### config.mk
export PLATFORM = sky130hd
export DESIGN_NAME = ahb_slave_regs
export DESIGN_NICKNAME = d
export VERILOG_FILES = /design/src/rtl/ahb_pkg.sv /design/src/rtl/ahb_reg_bank.sv /design/src/rtl/ahb_slave_regs.sv
export SDC_FILE = /design/constraint.sdc
export NUM_CORES = 1
export LEC_CHECK = 0
export ABC_AREA = 1
export CAP_MARGIN = 20
export CELL_PAD_IN_SITES_DETAIL_PLACEMENT = 0
export CELL_PAD_IN_SITES_GLOBAL_PLACEMENT = 1
export CORE_MARGIN = 1.5
export CORE_UTILIZATION = 37
export CTS_BUF_LIST = sky130_fd_sc_hd__clkbuf_16
export DETAILED_ROUTE_END_ITERATION = 8
export GPL_ROUTABILITY_DRIVEN = 0
export PLACE_DENSITY = 0.83
export SLEW_MARGIN = 20
export SYNTH_ARGS = -nofsm -noshare
export SYNTH_HDL_FRONTEND = slang
export SYNTH_SLANG_ARGS = --single-unit
export TNS_END_PERCENT = 1
### constraint.sdc
create_clock -name HCLK -period 3.3 [get_ports HCLK]
set_input_delay 0.66 -clock HCLK [delete_from_list [all_inputs] [get_ports HCLK]]
set_output_delay 0.66 -clock HCLK [all_outputs]
set_load 0.02 [all_outputs]
### src/rtl/ahb_pkg.sv
// Shared AHB-Lite encodings, slave state encoding and small decode helpers.
package ahb_pkg;

  localparam int unsigned AHB_DW    = 32;
  localparam int unsigned AHB_LANES = AHB_DW / 8;

  typedef enum logic [1:0] {
    HTRANS_IDLE   = 2'b00,
    HTRANS_BUSY   = 2'b01,
    HTRANS_NONSEQ = 2'b10,
    HTRANS_SEQ    = 2'b11
  } htrans_e;

  typedef enum logic [2:0] {
    HSIZE_BYTE = 3'b000,
    HSIZE_HALF = 3'b001,
    HSIZE_WORD = 3'b010
  } hsize_e;

  typedef enum logic [2:0] {
    HBURST_SINGLE = 3'b000,
    HBURST_INCR   = 3'b001,
    HBURST_WRAP4  = 3'b010,
    HBURST_INCR4  = 3'b011,
    HBURST_WRAP8  = 3'b100,
    HBURST_INCR8  = 3'b101,
    HBURST_WRAP16 = 3'b110,
    HBURST_INCR16 = 3'b111
  } hburst_e;

  typedef enum logic [2:0] {
    SLV_IDLE = 3'd0,
    SLV_WAIT = 3'd1,
    SLV_DATA = 3'd2,
    SLV_ERR1 = 3'd3,
    SLV_ERR2 = 3'd4
  } slv_state_e;

  localparam logic HRESP_OKAY  = 1'b0;
  localparam logic HRESP_ERROR = 1'b1;

  // Address-phase attributes held for the data phase
  typedef struct packed {
    logic       write;
    logic [2:0] size;
    logic [1:0] addr_lo;
  } ahb_aphase_t;

  // Little-endian byte-lane enables for an aligned transfer
  function automatic logic [AHB_LANES-1:0] byte_lanes(input logic [2:0] size,
                                                      input logic [1:0] addr_lo);
    case (size)
      HSIZE_BYTE: byte_lanes = 4'b0001 << addr_lo;
      HSIZE_HALF: byte_lanes = addr_lo[1] ? 4'b1100 : 4'b0011;
      default:    byte_lanes = 4'b1111;
    endcase
  endfunction

endpackage

### src/rtl/ahb_reg_bank.sv
// Register bank: byte-enable writes, combinational read mux, per-register write strobe.
module ahb_reg_bank
  import ahb_pkg::*;
#(
  parameter int unsigned NUM_REGS = 8,
  parameter int unsigned DW       = 32,
  parameter int unsigned IW       = $clog2(NUM_REGS)
) (
  input  logic                   HCLK,
  input  logic                   RESET,
  input  logic                   we,
  input  logic [IW-1:0]          wr_idx,
  input  logic [DW/8-1:0]        be,
  input  logic [DW-1:0]          wdata,
  input  logic [IW-1:0]          rd_idx,
  output logic [DW-1:0]          rd_data_c,
  output logic [NUM_REGS*DW-1:0] reg_q,
  output logic [NUM_REGS-1:0]    wr_stb
);

  logic [DW-1:0] regs_q [NUM_REGS];

  // Lanes without an enable keep their previous contents
  always_ff @(posedge HCLK or negedge RESET) begin
    if (!RESET) begin
      for (int i = 0; i < int'(NUM_REGS); i++) regs_q[i] <= '0;
      wr_stb <= '0;
    end else begin
      wr_stb <= '0;
      if (we) begin
        wr_stb[wr_idx] <= 1'b1;
        for (int b = 0; b < int'(DW / 8); b++) begin
          if (be[b]) regs_q[wr_idx][8*b +: 8] <= wdata[8*b +: 8];
        end
      end
    end
  end

  assign rd_data_c = regs_q[rd_idx];

  for (genvar gi = 0; gi < int'(NUM_REGS); gi++) begin : g_flat
    assign reg_q[gi*DW +: DW] = regs_q[gi];
  end

endmodule

### src/rtl/ahb_slave_regs.sv
// AHB-Lite register slave: protocol FSM, decode/error checks, optional wait states.
// Define AHB_SLV_WAIT_EN to build the WAIT state and its 4-bit wait counter.
module ahb_slave_regs
  import ahb_pkg::*;
#(
  parameter int unsigned DATA_WIDTH  = 32,
  parameter int unsigned ADDR_WIDTH  = 32,
  parameter int unsigned NUM_REGS    = 8,
  parameter int unsigned WAIT_STATES = 0
) (
  input  logic                           HCLK,
  input  logic                           RESET,
  input  logic                           HSEL,
  input  logic [ADDR_WIDTH-1:0]          HADDR,
  input  logic [1:0]                     HTRANS,
  input  logic                           HWRITE,
  input  logic [2:0]                     HSIZE,
  input  logic [2:0]                     HBURST,
  input  logic [DATA_WIDTH-1:0]          HWDATA,
  input  logic                           HREADY,
  output logic                           HREADYOUT,
  output logic                           HRESP,
  output logic [DATA_WIDTH-1:0]          HRDATA,
  output logic [NUM_REGS*DATA_WIDTH-1:0] REG_Q,
  output logic [NUM_REGS-1:0]            WR_STB
);

  localparam int unsigned IW = $clog2(NUM_REGS);

  if (DATA_WIDTH != 32 || NUM_REGS < 2 || NUM_REGS > 64 ||
      (NUM_REGS & (NUM_REGS - 1)) != 0 || WAIT_STATES > 15 || ADDR_WIDTH <= 12) begin : g_bad_params
    $error("ahb_slave_regs: unsupported parameter set");
  end

  slv_state_e             state_q, state_d;
  logic                   accept_c, illegal_c, commit_c;
  logic                   hreadyout_d, hresp_d;
  logic [IW-1:0]          idx_q;
  ahb_aphase_t            aph_q;
  logic [AHB_LANES-1:0]   be_c;
  logic [DATA_WIDTH-1:0]  rd_data_c;
  logic                   unused_bits;

  assign unused_bits = ^{HBURST, HTRANS[0], HADDR[ADDR_WIDTH-1:12]};

  // New address phases are only sampled when the previous data phase is ending
  assign accept_c = HSEL & HREADY & HTRANS[1] &
                    ((state_q == SLV_IDLE) | (state_q == SLV_DATA) | (state_q == SLV_ERR2));

  assign illegal_c = (HSIZE > HSIZE_WORD) ||
                     ((HSIZE == HSIZE_HALF) && HADDR[0]) ||
                     ((HSIZE == HSIZE_WORD) && (HADDR[1:0] != 2'b00)) ||
                     ((HADDR[11:0] >> (IW + 2)) != 12'd0);

  assign commit_c = (state_q == SLV_DATA) && aph_q.write;
  assign be_c     = byte_lanes(aph_q.size, aph_q.addr_lo);

`ifdef AHB_SLV_WAIT_EN
  localparam logic [3:0] WAIT_LOAD = 4'(WAIT_STATES);
  logic [3:0] wait_cnt_q, wait_cnt_d;

  always_ff @(posedge HCLK or negedge RESET) begin
    if (!RESET) wait_cnt_q <= 4'd0;
    else        wait_cnt_q <= wait_cnt_d;
  end
`endif

  always_ff @(posedge HCLK or negedge RESET) begin
    if (!RESET) begin
      state_q   <= SLV_IDLE;
      HREADYOUT <= 1'b1;
      HRESP     <= HRESP_OKAY;
    end else begin
      state_q   <= state_d;
      HREADYOUT <= hreadyout_d;
      HRESP     <= hresp_d;
    end
  end

  // Address-phase capture
  always_ff @(posedge HCLK or negedge RESET) begin
    if (!RESET) begin
      idx_q <= '0;
      aph_q <= '0;
    end else if (accept_c) begin
      idx_q <= HADDR[IW+1:2];
      aph_q <= '{write: HWRITE, size: HSIZE, addr_lo: HADDR[1:0]};
    end
  end

  // Next state; HREADYOUT/HRESP follow the state being entered
  always_comb begin
    state_d     = state_q;
    hreadyout_d = 1'b1;
    hresp_d     = HRESP_OKAY;
`ifdef AHB_SLV_WAIT_EN
    wait_cnt_d  = wait_cnt_q;
`endif
    case (state_q)
      SLV_IDLE, SLV_DATA, SLV_ERR2: begin
        if (!accept_c) begin
          state_d = SLV_IDLE;
        end else if (illegal_c) begin
          state_d = SLV_ERR1;
        end else begin
`ifdef AHB_SLV_WAIT_EN
          wait_cnt_d = WAIT_LOAD;
          state_d    = (WAIT_LOAD != 4'd0) ? SLV_WAIT : SLV_DATA;
`else
          state_d = SLV_DATA;
`endif
        end
      end
`ifdef AHB_SLV_WAIT_EN
      SLV_WAIT: begin
        wait_cnt_d = wait_cnt_q - 4'd1;
        if (wait_cnt_q <= 4'd1) state_d = SLV_DATA;
      end
`endif
      SLV_ERR1: state_d = SLV_ERR2;
      default:  state_d = SLV_IDLE;
    endcase

    case (state_d)
      SLV_WAIT: hreadyout_d = 1'b0;
      SLV_ERR1: begin
        hreadyout_d = 1'b0;
        hresp_d     = HRESP_ERROR;
      end
      SLV_ERR2: hresp_d = HRESP_ERROR;
      default: ;
    endcase
  end

  assign HRDATA = ((state_q == SLV_DATA) && !aph_q.write) ? rd_data_c : '0;

  ahb_reg_bank #(
    .NUM_REGS (NUM_REGS),
    .DW       (DATA_WIDTH),
    .IW       (IW)
  ) u_bank (
    .HCLK      (HCLK),
    .RESET     (RESET),
    .we        (commit_c),
    .wr_idx    (idx_q),
    .be        (be_c),
    .wdata     (HWDATA),
    .rd_idx    (idx_q),
    .rd_data_c (rd_data_c),
    .reg_q     (REG_Q),
    .wr_stb    (WR_STB)
  );

endmodule

* After elaboration in Yosys (flattened, before gate mapping)
Cells that the tools add are included.
** Cells by class
- Shift-type cells :: 1
- Multiplexer cells :: 33
- Equality and inequality tests :: 9
- Bitwise gates (word level) :: 6
- Order comparisons :: 5
- Reduce and logical (&&, ||, !) cells :: 17
** Operators by type and width (number)
- $mux W256 :: 7
- $bwmux W256 :: 4
- $demux W32 S3 :: 4
- $mux W32 :: 4
- $bmux W32 S3 :: 1
- $mux W24 :: 1
- $mux W16 :: 1
- $mux W8 :: 2
- $eq A3 B2 Y1 const B :: 4
- $reduce_bool A12 Y1 :: 1
- $eq A3 B1 Y1 const B :: 3
- $pmux W4 S2 :: 1
- $eq A3 B3 Y1 const B :: 2
- $logic_and A1 B1 Y1 :: 6
- $logic_not A3 Y1 :: 2
- $pmux W3 S2 :: 1
- $ge A4 B4 Y1 const B :: 1
- $lt A3 B4 Y1 const B :: 1
- $lt A4 B1 Y1 const B :: 1
- $mux W1 :: 4
- $mux W4 :: 1
- $not A3 Y4 :: 1
- $reduce_or A2 Y1 :: 2
- $shl A1 B2 Y4 const A :: 1
- other kinds (10) :: 15
** Word-level totals
- Output and inout port bits :: 298
- Register bits :: 278
- Bits of input ports :: 77
- Logic and storage cells :: 87

* Longest topological paths before layout
Gate-level depths: netlist of the first run.
- Word-level depth :: 16
- Gate-level depth with buffers :: 10
- Mapped depth without buffers :: 7

* Cells and area by module
From an unflattened synthesis of the first run, not the netlist that was laid out.
** Unflattened totals
- Cell total of the unflattened synthesis :: 1900
- Area total of the unflattened synthesis :: 13819.5 um^2
** By module, submodules not included
- ahb_reg_bank :: times used 1, cells an instance 1755, seq. area each 6606.3 um^2, area each 12908.6 um^2
- ahb_slave_regs :: times used 1, cells an instance 145, seq. area each 351.6 um^2, area each 910.9 um^2

* Least setup slack after synthesis of the first run
OpenSTA, ideal clock, no wires.
- Path kind :: register to output
- Start point :: register idx_q[1]
- End point :: output HRDATA[12]
- Arrival :: 1527 ps
- Required time :: 2640 ps
- Slack :: 1113 ps
- Cell stages (with the launch flop) :: 9
- Buffers on the path :: 3
- Cell sequence :: dfrtp_1 > buf_2 > inv_2 > buf_2 > buf_1 > nand2_1 > nand2_1 > nand2_1 > a21oi_1
** Between the ends
- Word-level cells in the longest chain between the ends :: 5
** RTL lines
- from (decl) :: RTL line ahb_slave_regs.sv:38 : logic [IW-1:0] idx_q;
- from (signal assigned) :: RTL line ahb_slave_regs.sv:86 : idx_q <= HADDR[IW+1:2];
- $not A3 Y4 (not written as such) :: RTL line ahb_reg_bank.sv:39 : assign rd_data_c = regs_q[rd_idx];
- $bmux W32 S3 :: RTL line ahb_reg_bank.sv:39
- $mux W32 (not written as such) (2 in series) :: RTL line ahb_reg_bank.sv:39
- $mux W32 :: RTL line ahb_slave_regs.sv:135 : assign HRDATA = ((state_q == SLV_DATA) && !aph_q.write) ? rd_data_c : '0;
- to (decl) :: RTL line ahb_slave_regs.sv:23 : output logic [DATA_WIDTH-1:0] HRDATA,
No other way between the ends. The select of a mux whose other input is x is not followed.

* Final worst setup path of the first run
- Start point :: register idx_q[0]
- End point :: output HRDATA[7]
Same word-level chain as after synthesis.

==> reports/results.ini, run 1 <==
[synth]
synth_xor_area_frac=0
synth-simple-area-share=0.4330
synth.area.top_cells=dfrtp_1 50%, nand2_1 36%, nand3_1 4.2%
avgSynthCellArea_um2=7.032
synthMuxAreaShare=0
synth_fa_ha_area_frac=0
synth_top_area_share=0.4976
synth_top_family_by_area=simple AND/OR/NAND/NOR gates
synth-seq-cells=278
yosysTopAreaCell=dfrtp_1
yosysWarnings=0
synthArstFlopShare=1.000
netlist_area_mm2=0.01393
synthFlopType=dfrtp_1
synth_edf_count=0
synth-seq-area-share=0.4995
synth_cell_types=28
synth_compound_area_frac=0.01850
syn_nets=2058
synthCells=1981

[layout]
drive_above_1_share=0.06017
nNetsFinal=2366
areaGrowthSynthToFinish_pct=36.10
diodes=0

[critical_path]
critPathLaunch=idx_q[0]
worstPathArrival_ns=2.66
critPathMaxFanout=33
crit_path_start_kind=flip-flop
endpoint_kind=primary output
critPathRequiredTime_ns=2.64
timing.rr.start=idx_q[2]
worstSetupPathType=reg -> out

[run_status]
violations=negative setup slack
status=complete, but fails checks

[power]
powerDensity_mw_per_mm2=828.0
vdd_ir_drop_max_mv=0.4602
leakagePower_nw=9.844
power_mw=15.70

[clock_network]
cts_tree=built
clkSlewWorstSetupHoldPaths_ns=0.06
htreeDepth=1
cts_buffers=31
post_cts_buffers=0
clockRootBuffer=clkbuf_16
insertion_delay_ns=0.55
clock-sinks=278
cts_buffer_depth=3

[sta]
relSlewSlack=0.4171
finalWorstSetupSlack_ns=-0.02264
maxSlewViolCount=0
setup_violations=1
hold_viol_final=0
fin_crit_ns=3.323
fin_crit_sh=1.007
clock_skew_ns=0.01033
max_freq_mhz=301.0
tightest_slew_ns=0.8712
rsz0062_at_grt=yes

[global_route]
grt_remaining_overflow=0
globalRouteTotalUtil=0.2786
grt_max_degree=86
antenna_found_initial=1
grt_pass1_wl_mm=82.64
grt_pass1_vias=13550

[routing]
initialDrtViolationCount=1032
vias=13990
dr.pass1.iters=7
routedWlPerCell_um=19.19
drt-total-wl_mm=54.00
vias_per_cell=4.970
drc_errors=0
ant_nets=0

[floorplan]
rows=70
start_util=0.3778
pin_count=375
dieWidth_um=197.0
die_y_um=197.0
core_area_mm2=0.03687
dieArea_mm2=0.03882

[placed_design]
pre_cts_ws_ns=0.4604
hpwl_mm=37.00
io_buffers=350

[min_path]
hold_class=reg -> reg
worstHoldStart=u_bank.reg_q[79]

[flow_run]
drv_cap=0

==> worst max-delay path, cell delays in order, from the launching register on <==
cell and delay (ns):
dfrtp_4 0.52, inv_4 0.12, buf_12 0.20, nand2_1 0.08, nand2_1 0.06, nand2_1 0.04, nand2_1 0.08, nand2_1 0.05
a21oi_1 0.26, clkdlybuf4s50_1 0.66
==> power by group <==
part / internal, mW / switching (mW)
logic: 2.82 / 3.91
registers: 4.49 / 1.08
clock network: 1.99 / 1.40
==> final cells by class <==
| type | instances | area, um2 |
|---|---|---|
| Clock inverter | 23 | 201.4 |
| Timing Repair Buffer | 388 | 3966 |
| Sequential cell | 278 | 6964 |
| Inverter | 29 | 127.6 |
| Fill cell | 3578 | 17910 |
| Multi-Input combinational cell | 1561 | 6292 |
| Tap cell | 504 | 630.6 |
| Clock buffer | 31 | 775.7 |
==> registers in the layout, indices dropped and copies added (netlist names) <==
register       flops
HREADYOUT          1
HRESP              1
aph_q              6
idx_q              3
state_q            3
u_bank.reg_q     256
u_bank.wr_stb      8
==> metal layers <==
layer	vias to the layer above	global-route usage	share of wire
met4	2	0.06701	0.023
met1	6697	0.3870	0.44
met5	-	0	0.00022
li1	6667	-	-
met3	79	0.05600	0.081
met2	540	0.4472	0.46
==> synthesized netlist by cell type (12+ instances only) <==
master    number
buf_1         26
a21oi_1       34
nand3_1      117
nand2_4       13
buf_2         38
dfrtp_1      277
nor2_1        21
clkbuf_2      16
buf_4         12
clkbuf_1      18
nand2_1     1331
inv_1         17
==> cell families (layout without fill, tap and decap cells) <==
logic type             Yosys count  in the layout
AND/OR/NAND/NOR               1514           1514
flip-flops                     278            278
AO/OA/AOI/OAI                   47             47
buffers and inverters          142            471
==> placed cells by master (no fill, tap or decap), types with 3 or more instances in the layout <==
master	count
nand2_1	1330
clkdlybuf4s50_1	318
dfrtp_1	274
nand3_1	117
a21oi_1	34
clkbuf_16	31
buf_4	25
inv_1	21
nor2_1	21
dlygate4sd2_1	17
dlymetal6s2s_1	14
nand2_4	13
nand2_2	12
nor2_2	11
clkinv_1	10
o21ai_0	9
buf_12	9
inv_2	8
clkinv_2	5
bufinv_16	4
nor3_1	3
a21oi_2	3
==> final timing paths <==
path                                     end  slack [ns]  cells after the start
min in group asynchronous  u_bank.reg_q[165]        0.59                      2
hold / removal              u_bank.reg_q[79]        0.49                      2
max in group asynchronous  u_bank.reg_q[205]        1.89                      3
hold reg to reg             u_bank.reg_q[79]        0.49                      2
setup / recovery                   HRDATA[7]       -0.02                      9
setup reg to reg            u_bank.reg_q[99]        0.96                      7
==> repair_timing <==
action | 4_1_cts | 5_1_grt
hold endpoints to repair | 33 | 0
setup endpoints to repair | 26 | 15
hold buffers | 1 | 0
resized for setup | 19 | 16
==> metrics by stage <==
step | instances | hold slack, ns | cell area (um2) | util | TNS [ns]
3_3_place_gp | 2759 | 0.4632 | 17940 | 0.4864 | 0
5_1_grt | 2814 | 0.5121 | 18960 | 0.5142 | -0.1337
4_1_cts | 2814 | 0.4958 | 18910 | 0.5129 | -0.07399
2_1_floorplan | 1981 | 0.3644 | 13930 | - | 0
3_5_place_dp | 2759 | 0.4804 | 17940 | 0.4864 | 0
6_report | 2814 | 0.4925 | 18960 | 0.5142 | -0.02264
Power figures use the tool's default switching activity.
==> run 2: changes to the inputs <==
GPL_ROUTABILITY_DRIVEN = not set   (was 0)
==> results of run 2 <==
Final layout, timing and power as in run 1 (identical DEF).
